`src/rtl/regfile_wb_ctrl.sv`:
```
// regfile_wb_ctrl: 2-entry write-back FIFO draining one-hot writes into a register bank.
// Define WB_BYPASS_EN to forward queued and in-flight writes onto the read ports.
module regfile_wb_ctrl #(
  parameter int NREGS  = 32,
  parameter int ADDR_W = 5,
  parameter int DATA_W = 32
) (
  input  logic                    clk,
  input  logic                    reset,
  input  logic                    wb_valid,
  output logic                    wb_ready,
  input  logic [ADDR_W-1:0]       wb_addr,
  input  logic [DATA_W-1:0]       wb_data,
  input  logic                    bank_hold,
  output logic [NREGS-1:0]        bank_en,
  output logic [DATA_W-1:0]       bank_d,
  input  logic [NREGS*DATA_W-1:0] bank_q,
  input  logic [ADDR_W-1:0]       rd_addr_a,
  input  logic [ADDR_W-1:0]       rd_addr_b,
  output logic [DATA_W-1:0]       rd_data_a,
  output logic [DATA_W-1:0]       rd_data_b,
  output logic [1:0]              pending
);
  logic [ADDR_W-1:0] fa [2];
  logic [DATA_W-1:0] fd [2];
  logic wp, rp, push, pop;
  logic [ADDR_W-1:0] ra [2];
  logic [DATA_W-1:0] rv [2];
  assign wb_ready = !reset && pending != 2'd2;
  // register 0 writes complete the handshake but are dropped here
  assign push = wb_valid && wb_ready && wb_addr != '0;
  assign pop = pending != 2'd0 && !bank_hold;
  always_ff @(posedge clk)
    if (reset) begin
      wp <= 1'b0;
      rp <= 1'b0;
      pending <= 2'd0;
      bank_en <= '0;
      bank_d <= '0;
    end else begin
      if (push) begin
        fa[wp] <= wb_addr;
        fd[wp] <= wb_data;
        wp <= !wp;
      end
      if (pop) rp <= !rp;
      if (pop) bank_d <= fd[rp];
      pending <= pending + 2'(push) - 2'(pop);
      bank_en <= pop ? NREGS'(1) << fa[rp] : '0;
    end
  assign ra[0] = rd_addr_a;
  assign ra[1] = rd_addr_b;
  // later assignments win: newest entry beats older entry beats output stage beats bank
  always_comb
    for (int p = 0; p < 2; p++) begin
      rv[p] = bank_q[ra[p]*DATA_W +: DATA_W];
`ifdef WB_BYPASS_EN
      if (bank_en[ra[p]]) rv[p] = bank_d;
      if (pending == 2'd2 && fa[rp] == ra[p]) rv[p] = fd[rp];
      if (pending != 2'd0 && fa[!wp] == ra[p]) rv[p] = fd[!wp];
`endif
      if (ra[p] == '0) rv[p] = '0;
    end
  assign rd_data_a = rv[0];
  assign rd_data_b = rv[1];
endmodule

```
`config.mk`:
```
export PLATFORM = sky130hd
export DESIGN_NAME = regfile_wb_ctrl
export DESIGN_NICKNAME = d
export VERILOG_FILES = /design/src/rtl/regfile_wb_ctrl.sv
export SDC_FILE = /design/constraint.sdc
export NUM_CORES = 1
export LEC_CHECK = 0
export CAP_MARGIN = 20
export CORE_AREA = 2 2 471 473
export DETAILED_ROUTE_END_ITERATION = 12
export DIE_AREA = 0 0 473 475
export GPL_TIMING_DRIVEN = 0
export HOLD_SLACK_MARGIN = 0.15
export PLACE_DENSITY_LB_ADDON = 0.05
export SYNTH_ARGS = -nofsm -noshare
export SYNTH_HDL_FRONTEND = slang
export SYNTH_SLANG_ARGS = --single-unit
```
`constraint.sdc`:
```
create_clock -name clk -period 8.4 [get_ports clk]
set_input_delay 2.1 -clock clk [delete_from_list [all_inputs] [get_ports clk]]
set_output_delay 2.1 -clock clk [all_outputs]
set_load 0.02 [all_outputs]
```
==> run metrics <==
status=finished, final reports clean; share of power burned in registers=0.198; Leak=12.4 nW; critical path class=in -> out; post-synthesis instance total=1,673; Area contributors post-synth=mux4_2, edfxtp_1, mux2i_1; actual slew at the worst max-slew pin=1.27 ns; Critical Path Start=rd_addr_a[2]; Syn Std Cell Area=21,900 um^2; worst-case clock buffer depth=2; Cell Pwr Density=113 nW/um^2; starting density of the core=0.100; initial antenna violation count=196; Slew Limit Headroom=0.150; CP max stage delay=0.98 ns; XOR/XNOR Fraction of Synth Area=0.00120; Core ar.=219,000 um^2; most frequent cells in the layout=clkdlybuf4s50_1, mux4_2, mux2i_1; die area=225,000 um^2; largest family of logic cells by synthesized area=multiplexers; commonest non-fill, non-tap cell in the layout=clkdlybuf4s50_1; Simple-Gate Fraction of Synth Area=0.0494; Die Span X=473 um; Hold Crit Start=bank_d[5]; worst reg-to-reg path cell count=8; RSZ-0062 raised after global routing=no; Placed Cells=5,767; GRT Total Usage=0.233; period utilisation layout=0.984; internal power=2.47 mW; # IOs=1,206; Crit path required time=6.30 ns; Min-Delay Endpoint=bank_d[5]; # setup viols final=0; sequential element share of the synthesized area=0.164; vias per cell=4.30; crit end category=primary output; first-pass GRT wire length=332,000 um; Yosys warnings=0; grt total ovfl=0; mux share of post-synthesis cell area=0.574; f_max=121 MHz; post-synthesis compound-gate area fraction=0.135; Adder-Cell Fraction of Synth Area=0.00114; standard-cell rows=172; Root Driver=clkbuf_16; Mapped Nets=2,750; Clk Latency, worst-skew pair=0.47 ns; Min-Delay Path Depth=2; Crit path arrival time=6.17 ns; routed vias=25,200; fraction of layout cells with a size suffix above 1=0.253; Comb pwr share=0.623; endpoints failing hold=0; cell family with most CP delay=buffers and inverters; Final Max Slew Viols=0; Mean Syn Cell Area=13.1 um^2; GP Congestion=0.889; routed len/inst=46.4 um; clock share of power=0.178; fill count=24,000; Crit path buffers/inverters=4; dpl hpwl=234,000 um; switch share=0.431; CP Launch Type=input pin; peak supply drop=0.160 mV; Critical R2R Capture=pending[0]; slowest CP cell=o21ai_1; Yosys top cell by area=mux4_2; Reg2Reg Setup Slack=5.66 ns; CTS Sinks=143; Min-Delay Path Class=reg -> reg; placed inst area=37,800 um^2; top-area cell type share of the netlist area=0.414; CP dominant cell by count=buf_2; synth unique cells=58; cells along the critical path=buf_4, buf_2, buf_2, mux4_2, o21ai_1, a311oi_1, clkdlybuf4s50_1; clock slew at reported path FFs=0.07 ns; worst clock skew=0.0106 ns; pin count of the biggest net entering global routing=27; CTS tree=built; final core occ=0.176; Num CTS Buffers=17; Overall Power=4.34 mW; crit path time final=8.27 ns; Remaining DRCs=0; largest fanout on the critical path=10; max-cap viol count=0; fin area=38,600 um^2; Area growth, synth to finish=76.0%; Total Wirelength=272,000 um; Yosys reg bits=143; count of non-filler cells in the finished layout=5,859; vias in the first global route=27,100; Final ANT Viol Nets=0; r2r startpoint=pending[1]; die span in y=475 um; DR iter-0 viols=1,622; Layout Nets=3,992; # port buffers=1,197; WHS=0.502 ns; TritonRoute pass-1 iters=6; Switch Pwr=1.87 mW; CTS H-tree depth=4
-- synthesized netlist by cell type, drive strengths merged --
cell type	number
a211oi	96
a21o	1
a21oi	4
a221oi	45
a22oi	64
a311oi	64
a31o	1
a32o	1
a32oi	2
and2	2
and2b	11
buf	154
clkbuf	60
clkdlybuf4s50	4
dfxtp	69
dlygate4sd1	1
dlymetal6s4s	1
edfxtp	74
ha	2
inv	10
mux2	64
mux2i	162
mux4	448
nand2	43
nand2b	8
nand3	2
nand4	1
nor2	62
nor2b	59
nor3	18
o2111ai	19
o21ai	110
o21bai	1
o32a	1
or2	2
or3	1
or3b	1
or4	2
xnor2	1
xor2	2
-- kinds of logic after synthesis --
logic type	Yosys count
buf+inv	230
fa+ha+maj	2
xor+xnor	3
simple gates	212
compound gates	409
flops	143
mux	674
-- how the worst max path moves through the flow --
stage / to / slack [ns] / depth (start not counted)
after detailed placement: rd_data_b[2] / -0.54 / 7
after CTS: rd_data_b[21] / 0.01 / 6
final: rd_data_a[23] / 0.13 / 7
after floorplan: rd_data_a[10] / 2.62 / 7
after global routing: rd_data_a[6] / 0.12 / 6
after global placement: rd_data_b[21] / -1.00 / 6
-- worst register-to-register path: stages (launching register included) --
cell and delay, ns:
dfxtp_1 0.42, o21bai_1 0.21, inv_1 0.13, clkbuf_1 0.50, buf_1 0.60, ha_1 0.36
inv_1 0.05, ha_1 0.21, nor2b_1 0.12
-- sequential cells by signal, indices dropped and copies added (netlist names), named ones only --
name     count
pending      2
bank_en     32
fa          10
rp           1
bank_d      32
fd          64
wp           1
-- cell type report --
class / count / area [um^2] / area share
antenna: 60 / 150 / 0.00389
buffer: 220 / 1610 / 0.0418
clock buffer: 17 / 425 / 0.0110
clock inverter: 15 / 143 / 0.00370
inverter: 10 / 37.5 / 0.000973
multi-input combinational: 1300 / 16700 / 0.433
sequential: 143 / 3600 / 0.0934
tap: 2871 / 3590 / 0.0931
timing repair buffer: 1223 / 12300 / 0.319
-- metrics by stage --
stage / setup WS (ns) / TNS (ns)
2_1_floorplan: 2.62 / 0
3_3_place_gp: -1.00 / -12.55
3_5_place_dp: -0.540 / -5.03
4_1_cts: 0.0139 / 0
5_1_grt: 0.122 / 0
6_report: 0.133 / 0
-- per-layer routing --
layer	vias to the layer above	global-route usage	routed length, um
met2	1537	0.447	146000
met1	13200	0.245	97400
met4	102	0.0746	9520
met5	-	0	621
li1	9956	-	-
met3	379	0.0607	18700
-- timing repair --
item / in CTS / in global routing
endpoints found under the setup margin: 24 / 0
endpoints found under the hold margin: 0 / 0
resized for setup: 7 / 0
buffers inserted: 0 / 0
hold buffers: 0 / 0
-- power groups by stage --
stage / logic [mW] / registers [mW] / clock network [mW]
6_report: 2.71 / 0.862 / 0.774
5_1_grt: 2.83 / 0.872 / 0.821
4_1_cts: 2.77 / 0.866 / 0.802
3_5_place_dp: 2.75 / 0.879 / 0
3_3_place_gp: 2.73 / 0.880 / 0
2_1_floorplan: 1.06 / 0.925 / 0
Power figures use the tool's default switching activity.
